### src/rtl/mem_data_formatter.sv
// Memory-stage data formatter: sizes store data, truncates and extends load data,
// and registers the selected write-back value.
module mem_data_formatter (
    input  logic        clk,
    input  logic        reset,
    input  logic [1:0]  Dsize,
    input  logic        loadext,
    input  logic        MemtoReg,
    input  logic        valid_in,
    input  logic [31:0] rData,
    input  logic [31:0] BusB,
    input  logic [31:0] ExecResult,
    output logic [31:0] store_data,
    output logic [31:0] load_data,
    output logic [31:0] wb_data,
    output logic        wb_valid
);

    typedef enum logic [1:0] {
        SIZE_BYTE = 2'b00,
        SIZE_HALF = 2'b01,
        SIZE_RSVD = 2'b10,
        SIZE_WORD = 2'b11
    } accessSize_t;

    function automatic logic [31:0] extender(input logic [15:0] val, input logic ext);
        return {{16{ext & val[15]}}, val};
    endfunction

    function automatic logic [31:0] extender_8(input logic [7:0] val, input logic ext);
        return {{24{ext & val[7]}}, val};
    endfunction

    function automatic logic [31:0] mux_2to1_32(input logic [31:0] a, input logic [31:0] b,
                                                input logic sel);
        return sel ? b : a;
    endfunction

    accessSize_t accessSize;
    logic [31:0] wbNext;

    assign accessSize = accessSize_t'(Dsize);

    always_comb begin
        load_data = 32'h0000_0000;
        unique case (accessSize)
            SIZE_BYTE: load_data = extender_8(rData[7:0], loadext);
            SIZE_HALF: load_data = extender(rData[15:0], loadext);
            SIZE_RSVD: load_data = 32'h0000_0000;
            SIZE_WORD: load_data = rData;
            default:   load_data = 32'h0000_0000;
        endcase
    end

    // Stores are never sign-extended, so the extension control is tied low.
    always_comb begin
        store_data = 32'h0000_0000;
        unique case (accessSize)
            SIZE_BYTE: store_data = extender_8(BusB[7:0], 1'b0);
            SIZE_HALF: store_data = extender(BusB[15:0], 1'b0);
            SIZE_RSVD: store_data = 32'h0000_0000;
            SIZE_WORD: store_data = BusB;
            default:   store_data = 32'h0000_0000;
        endcase
    end

    assign wbNext = mux_2to1_32(ExecResult, load_data, MemtoReg);

    // Captures every cycle regardless of valid_in; consumers qualify with wb_valid.
    always_ff @(posedge clk or posedge reset) begin
        if (reset) begin
            wb_data  <= 32'h0000_0000;
            wb_valid <= 1'b0;
        end else begin
            wb_data  <= wbNext;
            wb_valid <= valid_in;
        end
    end

endmodule

### config.mk
export PLATFORM = sky130hd
export DESIGN_NAME = mem_data_formatter
export DESIGN_NICKNAME = d
export VERILOG_FILES = /design/src/rtl/mem_data_formatter.sv
export SDC_FILE = /design/constraint.sdc
export NUM_CORES = 1
export LEC_CHECK = 0
export BUFFER_PORTS_ARGS = -buffer_cell sky130_fd_sc_hd__buf_4
export CORE_ASPECT_RATIO = 0.5
export CORE_MARGIN = 2
export CORE_UTILIZATION = 34
export DETAILED_ROUTE_END_ITERATION = 8
export PLACE_DENSITY = 0.86
export SLEW_MARGIN = 20
export SYNTH_ARGS = -nofsm -noshare
export SYNTH_HDL_FRONTEND = slang
export SYNTH_SLANG_ARGS = --single-unit
### constraint.sdc
create_clock -name clk -period 1.6 [get_ports clk]
set_input_delay 0.32 -clock clk [delete_from_list [all_inputs] [get_ports clk]]
set_output_delay 0.32 -clock clk [all_outputs]
set_load 0.005 [all_outputs]
* Yosys cells after proc, flatten, opt, wreduce, memory -nomap -nowiden
Cells that the tools add are included.
** Cells by class
- Equality and inequality tests :: 3
- Muxes and demuxes :: 3
- Bitwise gates (word level) :: 2
- Reductions and logical operators :: 1
** Operators by type and width (number)
- $pmux 32 s4 :: 2
- $mux 32 :: 1
- $eq 2x2->1 const B :: 2
- $and 1x1->1 :: 2
- $eq 2x1->1 const B :: 1
- $logic_not 2->1 :: 1
** Storage, ports and cells
- Register bits :: 33
- Input bits :: 103
- Output and inout bits :: 97
- Logic and storage cells :: 11

* Logic depth before layout (Yosys ltp)
- Depth in word-level cells :: 3
- Depth in mapped cells :: 6
- Gate-level depth less buffers :: 3

* Least setup slack after synthesis
Ideal clock, no wire load.
- Kind :: input to output
- Start point :: in Dsize[0]
- End point :: out load_data[16]
- Data arrival time :: 1083 ps
- Path slack :: 197 ps
- Stages :: 5
- Path buffers :: 2
- Path through :: buf_6 -> mux2_2 -> nand2_2 -> buf_4 -> nand2_1
** On the way
- Word-level cells in the longest chain between the ends :: 2
- Elaborated cells between the ends (all ways) :: 5
** RTL lines
- from (decl) :: line 6 : input logic [1:0] Dsize,
- $eq 2x2->1 (tied with other cells) :: line 46 : unique case (accessSize)
- $pmux 32 s4 * :: line 46
- to (decl) :: line 14 : output logic [31:0] load_data,
Mark *: on every way between the ends. The rest lies on a longest branch, timed or not.

* Worst setup path after layout
- Start point :: in Dsize[0]
- End point :: out load_data[19]
Same word-level chain as after synthesis.

==> flow_summary.yaml <==
status:
  status: "finished clean"
synthesis:
  synthSimpleGateAreaFrac: 0.2802
  synth_cells: 189
  synth.largest_area_cell: "dfrtp_1"
  synthMuxAreaShare: 0.09938
  synth_compound_area_frac: 0.09248
  synthAdderAreaFrac: 0
  postSynth.asyncResetShare: 1.000
  synth-warning-count: 0
  synth_top_family_by_area: "simple AND/OR/NAND/NOR gates"
  synth.distinct_cells: 21
  yosysSeqAreaShare: 0.4555
  synth_edf_count: 0
  ys_ff_latch: 33
  synth_top_cell_area_share: 0.4555
  ys.flop_type: "dfrtp_1"
  synthXorXnorAreaFrac: 0
  netlist_area_sq_um: 1813
  synthTopCellsByArea: "dfrtp_1, mux2_2, and2_1"
  synth_nets: 292
  avgSynthCellArea_sq_um: 9.593
power_and_ir_drop:
  clock_power_share: 0.256
  pwr-share-comb: 0.330
  internal-power_mw: 1.668
  irDropWorstVdd_v: 0.0003385
  seqPwrFrac: 0.415
  power.switching_mw: 0.5640
  total_power_mw: 2.232
  swShare: 0.2527
  leakage_nw: 1.942
  p_per_area_nw_per_um2: 653.6
place:
  dpl_cell_area_sq_um: 3327
  place_congestion: 0.9585
  port_buffers: 199
  hpwl_mm: 5.471
  place_ws_ns: -0.05907
sta:
  rsz0062_at_grt: "no"
  drv_slew: 0
  worst_slew_pin_slew_ns: 0.4249
  finalSetupViolCount: 0
  setup_ws_ns: 0.01926
  final_hold_viol_count: 0
  finalCritPeriodShare: 0.9880
  tns_ns: 0
  max_freq_ghz: 0.6326
  slew_headroom: 0.7168
  min_period_ns: 1.581
die:
  core_sq_um: 5022
  die_y_um: 55.64
  num_rows: 18
  die_w_um: 107.3
  start_util: 0.3610
  io_pins: 200
  dieArea_sq_um: 5968
final_layout:
  layout_commonest_cell: "buf_4"
  fillers: 403
  regArea_sq_um: 825.8
  post-route-util: 0.6799
  synthToLayoutAreaGrowth_pct: 88.34
  nets: 488
  final_area_sq_um: 3415
  layout-drive-gt1-share: 0.6451
  final_cell_mix: "buf_4, nand2_1, dfrtp_1"
  antenna_cells: 0
  multi_input_area_sq_um: 860.8
clock_network:
  cts_tree: "built"
  clock_sinks: 33
  clk_pin_slew_ns: 0.06
  cts_made_buffers: 5
  clk_path_buf_depth: 2
  post_cts_buffers: 0
  htreeDepth: 2
  cts_root_buf: "clkbuf_8"
  ctsHoldBuffers: 0
global_routing:
  grt_pass1_wl_mm: 9.860
  grt_pass1_vias: 2034
  antenna_found_initial: 0
  grt_usage: 0.2113
  grt-ovfl-total: 0
  grt_max_degree: 38
detailed_routing:
  drc: 0
  ant_nets: 0
  vias: 2060
  firstDrtPassIters: 4
  drt-initial-drc-count: 76
  routed_wl_mm: 6.673
  viasPerCell: 4.518
  detail_route.wl_per_cell_um: 14.63
worst_setup_path:
  cp-end-kind: "output pin"
  cp.arrival_ns: 1.26
  cp.required_ns: 1.28
  path_class: "input port to output pin"
  cp-start-kind: "input port"
  cp_max_fo: 16
run:
  maxCapViolCount: 0
hold_path:
  hp-class: "input port to async pin"
-- metrics by stage --
stage               std cells  hold WS, ns
floorplan                 189       0.3514
global placement          448       0.4288
detailed placement        448       0.4322
CTS                       456       0.1312
global route              456       0.1259
finish                    456       0.1269
-- synth_stat cells, types with 2 or more instances --
library cell,count
a21o_2,7
a31oi_1,17
and2_1,22
and2_4,2
and3_1,10
and3_2,6
buf_2,3
buf_4,3
buf_6,6
clkbuf_1,6
dfrtp_1,33
mux2_2,16
nand2_1,34
nor2_1,17
-- layout make-up --
class / instances / share of cell area
multi-input cells: 137 / 0.2521
clock inverters: 2 / 0.002931
inverters: 1 / 0.001099
flip-flops and latches: 33 / 0.2418
well taps: 70 / 0.02565
repair buffers: 207 / 0.4551
clock buffers: 6 / 0.02125
-- worst max-delay path, stage by stage --
cell     delay (ns)
buf_4          0.10
buf_4          0.12
and2_2         0.33
nand2_1        0.17
nand2_1        0.11
buf_4          0.11
-- worst paths after layout --
path	from	endpoint	slack (ns)	cells after the start
worst max-delay path	Dsize[0]	load_data[19]	0.02	6
worst min-delay path	reset	wb_data[2]	0.13	3
max in group asynchronous	reset	wb_data[12]	1.19	3
min in group clk	valid_in	wb_valid	0.15	1
-- what timing repair did --
action | 4_1_cts | 5_1_grt
endpoints found under the hold margin | 0 | 0
gates resized for setup | 1 | 0
setup endpoints to repair | 16 | 0
-- registers in the layout (all words and copies together) (netlist names) --
signal	cells
wb_data	32
wb_valid	1
-- power by group through the flow --
| stage | clock network [mW] | registers [mW] | logic, mW |
|---|---|---|---|
| 2_1_floorplan | 0 | 0.948 | 0.245 |
| 3_3_place_gp | 0 | 0.938 | 0.716 |
| 3_5_place_dp | 0 | 0.941 | 0.736 |
| 4_1_cts | 0.588 | 0.926 | 0.739 |
| 5_1_grt | 0.637 | 0.931 | 0.788 |
| 6_report | 0.570 | 0.926 | 0.735 |
-- cell families (layout without fill, tap and decap cells) --
logic type | after synthesis | after routing
mux | 16 | 16
simple gates | 97 | 97
flops | 33 | 33
compound gates | 24 | 24
buf+inv | 19 | 216
-- routing by layer --
layer  vias to the layer above  share of wire  GRT usage
met3                        10          0.048    0.05035
met5                         -              0          0
met1                       961           0.36     0.2206
met4                         0          0.014    0.07236
li1                       1028              -          -
met2                        61           0.58     0.4132
No activity file was read; power rests on OpenSTA's default activity.
